<file path="src/rtl/cpu_ctrl_pkg.sv">
// Shared constants for the ALU op sequencer: opcodes, ALU function selects,
// FSM states and flag bit positions. MUL_EN adds the multiply opcode and loop state.
package cpu_ctrl_pkg;

  localparam logic [3:0] OP_ADD  = 4'b0001;
  localparam logic [3:0] OP_SUB  = 4'b0010;
  localparam logic [3:0] OP_NEG  = 4'b0011;
  localparam logic [3:0] OP_NOT  = 4'b0100;
  localparam logic [3:0] OP_OR   = 4'b0101;
  localparam logic [3:0] OP_MOVX = 4'b0110;
  localparam logic [3:0] OP_MOVY = 4'b0111;
  localparam logic [3:0] OP_MUL  = 4'b1000;

  localparam logic [2:0] FSEL_ADD   = 3'b001;
  localparam logic [2:0] FSEL_SUB   = 3'b010;
  localparam logic [2:0] FSEL_NEG   = 3'b011;
  localparam logic [2:0] FSEL_NOT   = 3'b100;
  localparam logic [2:0] FSEL_OR    = 3'b101;
  localparam logic [2:0] FSEL_PASSX = 3'b110;
  localparam logic [2:0] FSEL_PASSY = 3'b111;
  localparam logic [2:0] FSEL_IDLE  = 3'b110;

  localparam int FLAG_C = 3;
  localparam int FLAG_Z = 2;
  localparam int FLAG_V = 1;
  localparam int FLAG_S = 0;

  typedef enum logic [2:0] {
    ST_IDLE,
    ST_RD_X,
    ST_RD_Y,
    ST_EXEC,
    ST_WB,
    ST_ERR
`ifdef MUL_EN
    , ST_MUL_LOOP
`endif
  } state_t;

  function automatic logic op_is_legal(input logic [3:0] op);
`ifdef MUL_EN
    return (op >= OP_ADD) && (op <= OP_MUL);
`else
    return (op >= OP_ADD) && (op <= OP_MOVY);
`endif
  endfunction

endpackage

</file>
<file path="src/rtl/alu_flag_reg.sv">
// C/Z/V/S status register. Z and S always follow the ALU; C and V are loaded,
// cleared or held depending on the opcode being executed.
module alu_flag_reg
  import cpu_ctrl_pkg::*;
(
  input  logic       clk,
  input  logic       reset,
  input  logic       i_load,
  input  logic [3:0] i_op,
  input  logic       i_c,
  input  logic       i_zf,
  input  logic       i_v,
  input  logic       i_s,
  output logic [3:0] o_flags
);

  logic [3:0] r_flags;

  // NOTE: sequential state uses non-blocking (<=) so every register samples
  // pre-edge values regardless of statement order.
  always_ff @(posedge clk or negedge reset) begin
    if (!reset) begin
      r_flags <= '0;
    end else if (i_load) begin
      r_flags[FLAG_Z] <= i_zf;
      r_flags[FLAG_S] <= i_s;
      case (i_op)
        OP_ADD: begin
          r_flags[FLAG_C] <= i_c;
          r_flags[FLAG_V] <= i_v;
        end
        OP_NEG, OP_NOT, OP_OR, OP_MUL: begin
          r_flags[FLAG_C] <= 1'b0;
          r_flags[FLAG_V] <= 1'b0;
        end
        default: ;
      endcase
    end
  end

  assign o_flags = r_flags;

endmodule

</file>
<file path="src/rtl/alu_op_sequencer.sv">
// Multi-cycle controller sequencing one register-register ALU instruction:
// read X, read Y, execute, write back. Define MUL_EN for the shift-add multiply.
module alu_op_sequencer
  import cpu_ctrl_pkg::*;
#(
  parameter int DATA_W = 16,
  parameter int REG_AW = 3
) (
  input  logic              clk,
  input  logic              reset,
  input  logic              instr_valid,
  output logic              instr_ready,
  input  logic [3:0]        instr_op,
  input  logic [REG_AW-1:0] instr_rd,
  input  logic [REG_AW-1:0] instr_rs,
  output logic [REG_AW-1:0] rf_raddr,
  input  logic [DATA_W-1:0] rf_rdata,
  output logic              rf_we,
  output logic [REG_AW-1:0] rf_waddr,
  output logic [DATA_W-1:0] rf_wdata,
  output logic [DATA_W-1:0] alu_xy,
  output logic [DATA_W-1:0] alu_y,
  output logic [2:0]        alu_fsel,
  input  logic [DATA_W-1:0] alu_z,
  input  logic              alu_c,
  input  logic              alu_zf,
  input  logic              alu_v,
  input  logic              alu_s,
  output logic [3:0]        flags,
  output logic              done,
  output logic              err
);

  state_t            r_state;
  logic [3:0]        r_op;
  logic [REG_AW-1:0] r_rd;
  logic [REG_AW-1:0] r_rs;
  logic [DATA_W-1:0] r_x;
  logic [DATA_W-1:0] r_y;
  logic [DATA_W-1:0] r_z;
  logic              r_ready;
  logic              r_we;
  logic              r_done;
  logic              r_err;

  logic              w_mul_last;
  logic              w_flag_load;
  logic              w_flag_zf;
  logic              w_flag_s;

`ifdef MUL_EN
  localparam int CNT_W = $clog2(DATA_W);
  logic [DATA_W-1:0] r_acc;
  logic [DATA_W-1:0] r_mcand;
  logic [DATA_W-1:0] r_mult;
  logic [CNT_W-1:0]  r_cnt;

  assign w_mul_last = (r_state == ST_MUL_LOOP) && (r_cnt == CNT_W'(DATA_W - 1));
  // The multiply result's Z/S come from the final accumulator, not the ALU's flag outputs.
  assign w_flag_zf  = w_mul_last ? (alu_z == '0) : alu_zf;
  assign w_flag_s   = w_mul_last ? alu_z[DATA_W-1] : alu_s;
`else
  assign w_mul_last = 1'b0;
  assign w_flag_zf  = alu_zf;
  assign w_flag_s   = alu_s;
`endif

  assign w_flag_load = (r_state == ST_EXEC) || w_mul_last;

  always_ff @(posedge clk or negedge reset) begin
    if (!reset) begin
      r_state <= ST_IDLE;
      r_op    <= '0;
      r_rd    <= '0;
      r_rs    <= '0;
      r_x     <= '0;
      r_y     <= '0;
      r_z     <= '0;
      r_ready <= 1'b1;
      r_we    <= 1'b0;
      r_done  <= 1'b0;
      r_err   <= 1'b0;
`ifdef MUL_EN
      r_acc   <= '0;
      r_mcand <= '0;
      r_mult  <= '0;
      r_cnt   <= '0;
`endif
    end else begin
      r_we   <= 1'b0;
      r_done <= 1'b0;
      r_err  <= 1'b0;
      case (r_state)
        ST_IDLE: begin
          if (instr_valid) begin
            r_op    <= instr_op;
            r_rd    <= instr_rd;
            r_rs    <= instr_rs;
            r_ready <= 1'b0;
            if (op_is_legal(instr_op)) begin
              r_state <= ST_RD_X;
            end else begin
              r_state <= ST_ERR;
              r_err   <= 1'b1;
            end
          end
        end
        ST_RD_X: begin
          r_x     <= rf_rdata;
          r_state <= ST_RD_Y;
        end
        ST_RD_Y: begin
          r_y     <= rf_rdata;
          r_state <= ST_EXEC;
`ifdef MUL_EN
          if (r_op == OP_MUL) begin
            r_acc   <= '0;
            r_mcand <= r_x;
            r_mult  <= rf_rdata;
            r_cnt   <= '0;
            r_state <= ST_MUL_LOOP;
          end
`endif
        end
        ST_EXEC: begin
          r_z     <= alu_z;
          r_we    <= 1'b1;
          r_done  <= 1'b1;
          r_state <= ST_WB;
        end
`ifdef MUL_EN
        ST_MUL_LOOP: begin
          r_acc   <= alu_z;
          r_mcand <= r_mcand << 1;
          r_mult  <= r_mult >> 1;
          r_cnt   <= r_cnt + 1'b1;
          if (w_mul_last) begin
            r_z     <= alu_z;
            r_we    <= 1'b1;
            r_done  <= 1'b1;
            r_state <= ST_WB;
          end
        end
`endif
        default: begin
          r_ready <= 1'b1;
          r_state <= ST_IDLE;
        end
      endcase
    end
  end

  // NOTE: every output of this always_comb gets a default first, so no path
  // through the case can leave one unassigned and infer a latch.
  always_comb begin
    rf_raddr = '0;
    alu_fsel = FSEL_IDLE;
    alu_xy   = '0;
    alu_y    = '0;
    case (r_state)
      ST_RD_X: rf_raddr = r_rd;
      ST_RD_Y: rf_raddr = r_rs;
      ST_EXEC: begin
        alu_fsel = r_op[2:0];
        alu_xy   = r_x;
        alu_y    = r_y;
      end
`ifdef MUL_EN
      ST_MUL_LOOP: begin
        alu_fsel = FSEL_ADD;
        alu_xy   = r_acc;
        alu_y    = r_mult[0] ? r_mcand : '0;
      end
`endif
      default: ;
    endcase
  end

  alu_flag_reg u_flags (
    .clk     (clk),
    .reset   (reset),
    .i_load  (w_flag_load),
    .i_op    (r_op),
    .i_c     (alu_c),
    .i_zf    (w_flag_zf),
    .i_v     (alu_v),
    .i_s     (w_flag_s),
    .o_flags (flags)
  );

  assign instr_ready = r_ready;
  assign rf_we       = r_we;
  assign rf_waddr    = r_rd;
  assign rf_wdata    = r_z;
  assign done        = r_done;
  assign err         = r_err;

endmodule

</file>
<file path="config.mk">
export PLATFORM = sky130hd
export DESIGN_NAME = alu_op_sequencer
export DESIGN_NICKNAME = d
export VERILOG_FILES = /design/src/rtl/cpu_ctrl_pkg.sv /design/src/rtl/alu_flag_reg.sv /design/src/rtl/alu_op_sequencer.sv
export SDC_FILE = /design/constraint.sdc
export NUM_CORES = 1
export LEC_CHECK = 0
export CAP_MARGIN = 20
export CORE_ASPECT_RATIO = 1.25
export CORE_UTILIZATION = 39
export DETAILED_ROUTE_END_ITERATION = 10
export HOLD_SLACK_MARGIN = 0.15
export MAX_ROUTING_LAYER = met4
export PLACE_DENSITY = 0.76
export SLEW_MARGIN = 20
export SYNTH_ARGS = -nofsm -noshare
export SYNTH_HDL_FRONTEND = slang
export SYNTH_HIERARCHICAL = 1
export SYNTH_SLANG_ARGS = --single-unit
export TNS_END_PERCENT = 5
</file>
<file path="constraint.sdc">
create_clock -name clk -period 1.4 [get_ports clk]
set_input_delay 0.21 -clock clk [delete_from_list [all_inputs] [get_ports clk]]
set_output_delay 0.21 -clock clk [all_outputs]
set_load 0.005 [all_outputs]
</file>
==> impl_metrics.tcl, run 1 <==
set metrics [dict create \
    status "finished with violations" \
    violations "setup timing" \
    grt.overflow.total 0 \
    synth-edff-count 0 \
    cpMostUsedCell "buf_6" \
    io_buffers 113 \
    rrSetupSlack_ns -0.29 \
    path_class "flip-flop to output pin" \
    viasPerCell 4.72 \
    p_per_area_nw_per_um2 2040 \
    drt_first_pass_iters 4 \
    synthFlopType "dfrtp_1" \
    syn_nets 246 \
    hold_path_class "input port to asynchronous set/reset pin" \
    wl_met1_um 2630 \
    worstPathMaxFanout 4 \
    cpPeakStageDelay_ns 0.40 \
    drt_iter0_drc 76 \
    antenna_found_initial 0 \
    wl_met2_um 3400 \
    slew_headroom_pct 76.5 \
    die_area_um2 7760 \
    fin_hold_ws_ns 0.428 \
    r2r-end "rf_waddr[2]" \
    clock-root-buffer "clkbuf_8" \
    synth_area_um2 2890 \
    worst_pin_slew_ns 0.353 \
    initial_core_util_pct 40.9 \
    die_h_um 98.3 \
    n_antenna_cell 0 \
    clk_latency_ns 0.33 \
    synthCells 197 \
    grt_first_pass_wirelength_um 10400 \
    peakVddDrop_mv 0.990 \
    crit_slowest_cell "dfrtp_1" \
    crit_path_start_kind "flip-flop" \
    seq_area_frac_synth_pct 58.9 \
    highest_layer "met4" \
    critical_path.cell_chain "buf_6 -> buf_6 -> nor3b_4 -> a22o_1 -> buf_2" \
    grt_max_degree 69 \
    p_leak_uw 0.00217 \
    yosys-top-cells-area "dfrtp_1 58%, mux2_2 18%, and2_1 7.1%" \
    drc 0 \
    worst_slack_ns -0.309 \
    wl_met3_um 307 \
    min_period_over_period_pct 122 \
    clock-sinks 68 \
    clock_path_buffers 2 \
    coreArea_um2 7060 \
    reg2reg_from "r_state[1]" \
    ys_types 19 \
    drv_slew 0 \
    cts_buffers 9 \
    grt_setup_unrepaired "yes" \
    synth_most_common_cell "dfrtp_1" \
    avgSynthCellArea_um2 14.7 \
    place.gp.congestion 0.722 \
    cp_top_family "flip-flops" \
    cap_violations 0 \
    vias 2033 \
    ys_warn_count 6 \
    fillers 591 \
    fin_crit_ns 1.71 \
    async_flop_share_pct 100 \
    ant_nets 0 \
    ios 114 \
    end_kind "output pin" \
    critPathRequiredTime_ns 1.19 \
    clk_pin_slew_ns 0.07 \
    worstPathArrival_ns 1.50 \
    grt.total_usage_pct 18.4 \
    setup_violations 103 \
    cp_num_buf_inv 3 \
    hold_viol 0 \
    ys_seq_elements 68 \
    ctsHtreeMaxLevel 3 \
    synth_top_area_cell "dfrtp_1" \
    fin_skew_ns 0.00746 \
    tritoncts "done" \
    rr_worst_depth 6 \
    drive_above_1_share_pct 49.0 \
    layout.nets 386 \
    grt_pass1_vias 2188 \
    dp_slack_ns -0.437 \
    syn2layout_area_growth_pct 59.2 \
    ys_top_cells_by_count "67 x dfrtp_1, 47 x mux2_2, 33 x and2_1" \
    report.power.total_uw 9380 \
    fmax_mhz 585 \
    row_count 34 \
    wl_per_cell_um 15.0 \
    synth_top_area_share_pct 58.0 \
    die_x_um 79.0 \
    dpl.hpwl_um 4420 \
    wl_um 6450 \
]
==> worst max path at each step <==
| stage | from | end | cells past startpoint |
|---|---|---|---|
| 6_report | r_state[1] | rf_raddr[2] | 5 |
| 5_1_grt | r_state[1] | rf_raddr[2] | 5 |
| 4_1_cts | r_state[2] | rf_raddr[2] | 5 |
| 3_5_place_dp | r_state[2] | alu_y[7] | 4 |
| 3_3_place_gp | r_state[2] | alu_y[7] | 4 |
| 2_1_floorplan | r_state[0] | r_op[0] | 3 |
==> worst min-delay path, delay by kind of cell <==
kind                   cells  cell delay (ns)
buffers and inverters      3             0.95
==> placed cells by master (no fill, tap or decap), types with 4 or more instances in the layout <==
cell,synthesis,routed
a22o_1,5,5
and2_1,33,12
and2_4,0,21
buf_12,0,4
buf_2,6,18
buf_4,2,7
buf_6,2,34
clkbuf_8,0,10
clkdlybuf4s50_1,0,47
dfrtp_1,67,67
dlygate4sd2_1,0,23
dlymetal6s2s_1,0,4
mux2_2,47,44
mux2_4,13,16
==> through the flow <==
| stage | area [µm²] | TNS [ns] | instances | utilization (%) |
|---|---|---|---|---|
| detailed placement | 4200 | -27.19 | 401 | 59.5 |
| finish | 4600 | -24.62 | 431 | 65.2 |
| global placement | 4200 | -24.98 | 401 | 59.5 |
| floorplan | 2890 | -0.168 | 197 | - |
| CTS | 4520 | -25.52 | 430 | 63.9 |
| global route | 4600 | -31.24 | 431 | 65.2 |
==> logic make-up (layout without fill, tap and decap cells) <==
| group | after synthesis | in the layout | synth area share, % |
|---|---|---|---|
| AND/OR/NAND/NOR | 50 | 51 | 11.4 |
| multiplexers | 60 | 60 | 25.1 |
| AO/OA/AOI/OAI | 7 | 7 | 2.03 |
| flip-flops | 68 | 68 | 58.9 |
| buffers and inverters | 12 | 155 | 2.60 |
==> per-layer routing <==
metal	vias up	track usage, %
met5	-	-
met4	0	8.39
met3	10	3.46
met2	65	31.6
met1	999	20.4
li1	959	-
==> registers in the layout (all words and copies together) (netlist names) <==
| name | count |
|---|---|
| err | 1 |
| instr_ready | 1 |
| r_op | 4 |
| r_y | 16 |
| r_state | 3 |
| r_x | 16 |
| r_rs | 3 |
| rf_waddr | 3 |
| u_flags/o_flags | 4 |
| done | 1 |
| rf_wdata | 16 |
==> cell type report <==
class	instances	area, µm²	share of cell area, %
Clock inverter	2	35.0	0.761
Clock buffer	13	149	3.24
Timing Repair Buffer	140	1380	30.0
Multi-Input combinational cell	118	1220	26.6
Sequential cell	68	1700	37.0
Tap cell	90	113	2.45
==> report_power, final <==
group / leakage, µW / internal, µW / switching, µW
logic: 0.00127 / 2880 / 1440
clock network: 0.0000935 / 862 / 670
registers: 0.000811 / 2980 / 547
==> timing repair <==
item                                    4_1_cts  5_1_grt
endpoints found under the setup margin      124      107
setup buffers                                11        1
hold buffers                                  1        0
pin swaps                                    27        9
cloned                                        2        0
resized for setup                           228       20
hold endpoints to repair                     67        0
Power figures use the tool's default switching activity.
==> inputs of run 2 (changes only) <==
==> constraint.sdc (replaced) <==
create_clock -name clk -period 1.4 [get_ports clk]
set_input_delay 0.14 -clock clk [delete_from_list [all_inputs] [get_ports clk]]
set_output_delay 0.14 -clock clk [all_outputs]
set_load 0.005 [all_outputs]
==> run 2 against run 1 <==
  * The flow still finishes with violations (setup timing)
  * Power rose by 12%
  * Clock skew rose by 0.0015 ns
  * Global-route usage rose by 1.5 points
  * Hold slack got worse by 0.12 ns
  * Critical path depth did not move
  * Non-clock buffer count rose by 4
  * Worst setup slack improved by 0.0061 ns
  * Count of clock-buffer cells in the layout fell by 1
  * Combinational power rose by 19%
  * Critical path type unchanged
  * Critical endpoint is now alu_xy[13]
  * Highest routed layer unchanged
==> impl_metrics.tcl, run 2 (synthesized netlist as in run 1, its figures left out) <==
set metrics [dict create \
    syn2layout_area_growth_pct 66.7 \
    p_seq_share_pct 34.3 \
    worst_slack_ns -0.303 \
    drt_first_pass_iters 4 \
    p_sw_uw 2910 \
    peakVddDrop_mv 1.13 \
    initial_core_util_pct 40.9 \
    drt_iter0_drc 50 \
    hold_viol 0 \
    tritoncts "done" \
    grt_max_degree 69 \
    hold_path_class "input port to asynchronous set/reset pin" \
    layout.nets 390 \
    clk_pin_slew_ns 0.08 \
    setup_violations 99 \
    clk_latency_ns 0.34 \
    final_cell_mix "70 x clkdlybuf4s50_1, 67 x dfrtp_1, 44 x mux2_4" \
    fin_skew_ns 0.00898 \
    vias 2086 \
    fin_crit_ns 1.70 \
    cts_buffers 9 \
    intPower_uw 7580 \
    viasPerCell 4.78 \
    path_class "flip-flop to output pin" \
    coreArea_um2 7060 \
    die_h_um 98.3 \
    clock-root-buffer "clkbuf_8" \
    grt.overflow.total 0 \
    violations "setup timing" \
    dpl.hpwl_um 4530 \
    clockPowerShare_pct 16.8 \
    critPathRequiredTime_ns 1.26 \
    cap_violations 0 \
    antenna_found_initial 0 \
    worst_pin_slew_ns 0.375 \
    place_area_um2 4210 \
    slew_headroom_pct 75.0 \
    min_period_over_period_pct 122 \
    layout_commonest_cell "clkdlybuf4s50_1" \
    power_frac_comb_pct 48.9 \
    drive_above_1_share_pct 50.3 \
    status "finished with violations" \
    drv_slew 0 \
    critical_path.cell_chain "and3b_4 -> buf_12 -> buf_8 -> and2_1 -> buf_2" \
    ios 114 \
    clock_path_buffers 2 \
    n_antenna_cell 0 \
    cpPeakStageDelay_ns 0.41 \
    crit_slowest_cell "dfrtp_1" \
    crit_path_start_kind "flip-flop" \
    grt_first_pass_wirelength_um 11300 \
    place.gp.congestion 0.734 \
    row_count 34 \
    swShare_pct 27.8 \
    fmax_mhz 587 \
    final.setup.tns_ns -19.71 \
    wl_per_cell_um 16.5 \
    finalInstanceArea_um2 4820 \
    drc 0 \
    ctsHtreeMaxLevel 3 \
    die_area_um2 7760 \
    p_leak_uw 0.00224 \
    p_per_area_nw_per_um2 2180 \
    die_x_um 79.0 \
    post-route-util_pct 68.2 \
    grt_setup_unrepaired "yes" \
    grt_pass1_vias 2285 \
    clock-sinks 68 \
    ant_nets 0 \
    grt.total_usage_pct 19.9 \
    report.power.total_uw 10500 \
    dp_slack_ns -0.372 \
    io_buffers 113 \
    wl_um 7210 \
    end_kind "output pin" \
    worstPathMaxFanout 6 \
    worstPathArrival_ns 1.56 \
]
run 2: changes by cell type in the layout (fill, tap and decap cells not counted), moves of 2 or more:
cell | previous run | this run
buf_12 | 4 | 6
buf_4 | 7 | 10
buf_6 | 34 | 32
clkdlybuf4s50_1 | 47 | 70
dlygate4sd2_1 | 23 | 2
dlymetal6s2s_1 | 4 | 2
mux2_2 | 44 | 16
mux2_4 | 16 | 44
run 2: routing by layer:
| layer | vias to the layer above | global-route usage [%] | wire, µm |
|---|---|---|---|
| met2 | 66 | 34.5 | 3840 |
| met4 | 0 | 8.39 | 133 |
| met5 | - | - | 0 |
| met1 | 1043 | 22.2 | 2900 |
| met3 | 11 | 3.74 | 328 |
| li1 | 966 | - | - |
run 2: timing repair:
item | 4_1_cts | 5_1_grt
pin swaps | 29 | 6
hold buffers | 1 | 0
gates cloned | 2 | 0
endpoints found under the hold margin | 68 | 0
setup endpoints to repair | 100 | 105
gates resized for setup | 228 | 28
buffers inserted | 15 | 0
run 2: final timing paths:
kind / depth (start not counted) / to / start / slack [ns]
worst max-delay path: 5 / alu_xy[13] / r_state[2] / -0.30
worst min-delay path: 3 / u_flags/o_flags[3] / reset / 0.31
worst max register to register: 5 / rf_wdata[11] / r_state[2] / -0.27
worst min register to register: 2 / instr_ready / instr_ready / 0.49
max in group asynchronous: 3 / instr_ready / reset / 0.71
min in group clk: 2 / r_rs[2] / instr_rs[2] / 0.41
run 2: power groups by stage:
stage	clock, µW	combinational [µW]	sequential (µW)
2_1_floorplan	0	2120	3460
3_3_place_gp	0	3990	3470
3_5_place_dp	0	4070	3530
4_1_cts	1810	4910	3550
5_1_grt	1890	5470	3700
6_report	1760	5130	3590
run 2: through the flow:
step           hold WS [ns]  std cells
3_5_place_dp          0.193        402
5_1_grt               0.374        436
3_3_place_gp          0.182        402
2_1_floorplan        -0.156        197
6_report              0.311        436
4_1_cts               0.357        436
run 2: layout make-up:
class | count | area (µm²)
clock inverter | 4 | 72.6
timing repair buffer | 144 | 1460
multi-input combinational | 118 | 1320
sequential | 68 | 1700
clock buffer | 12 | 145
tap | 90 | 113
fill | 539 | 2240
run 2: worst max-delay path: cells and delay by family (launching register included):
kind,cells,cell delay [ns]
AND/OR/NAND/NOR,2,0.47
flip-flops,1,0.41
buffers and inverters,3,0.34
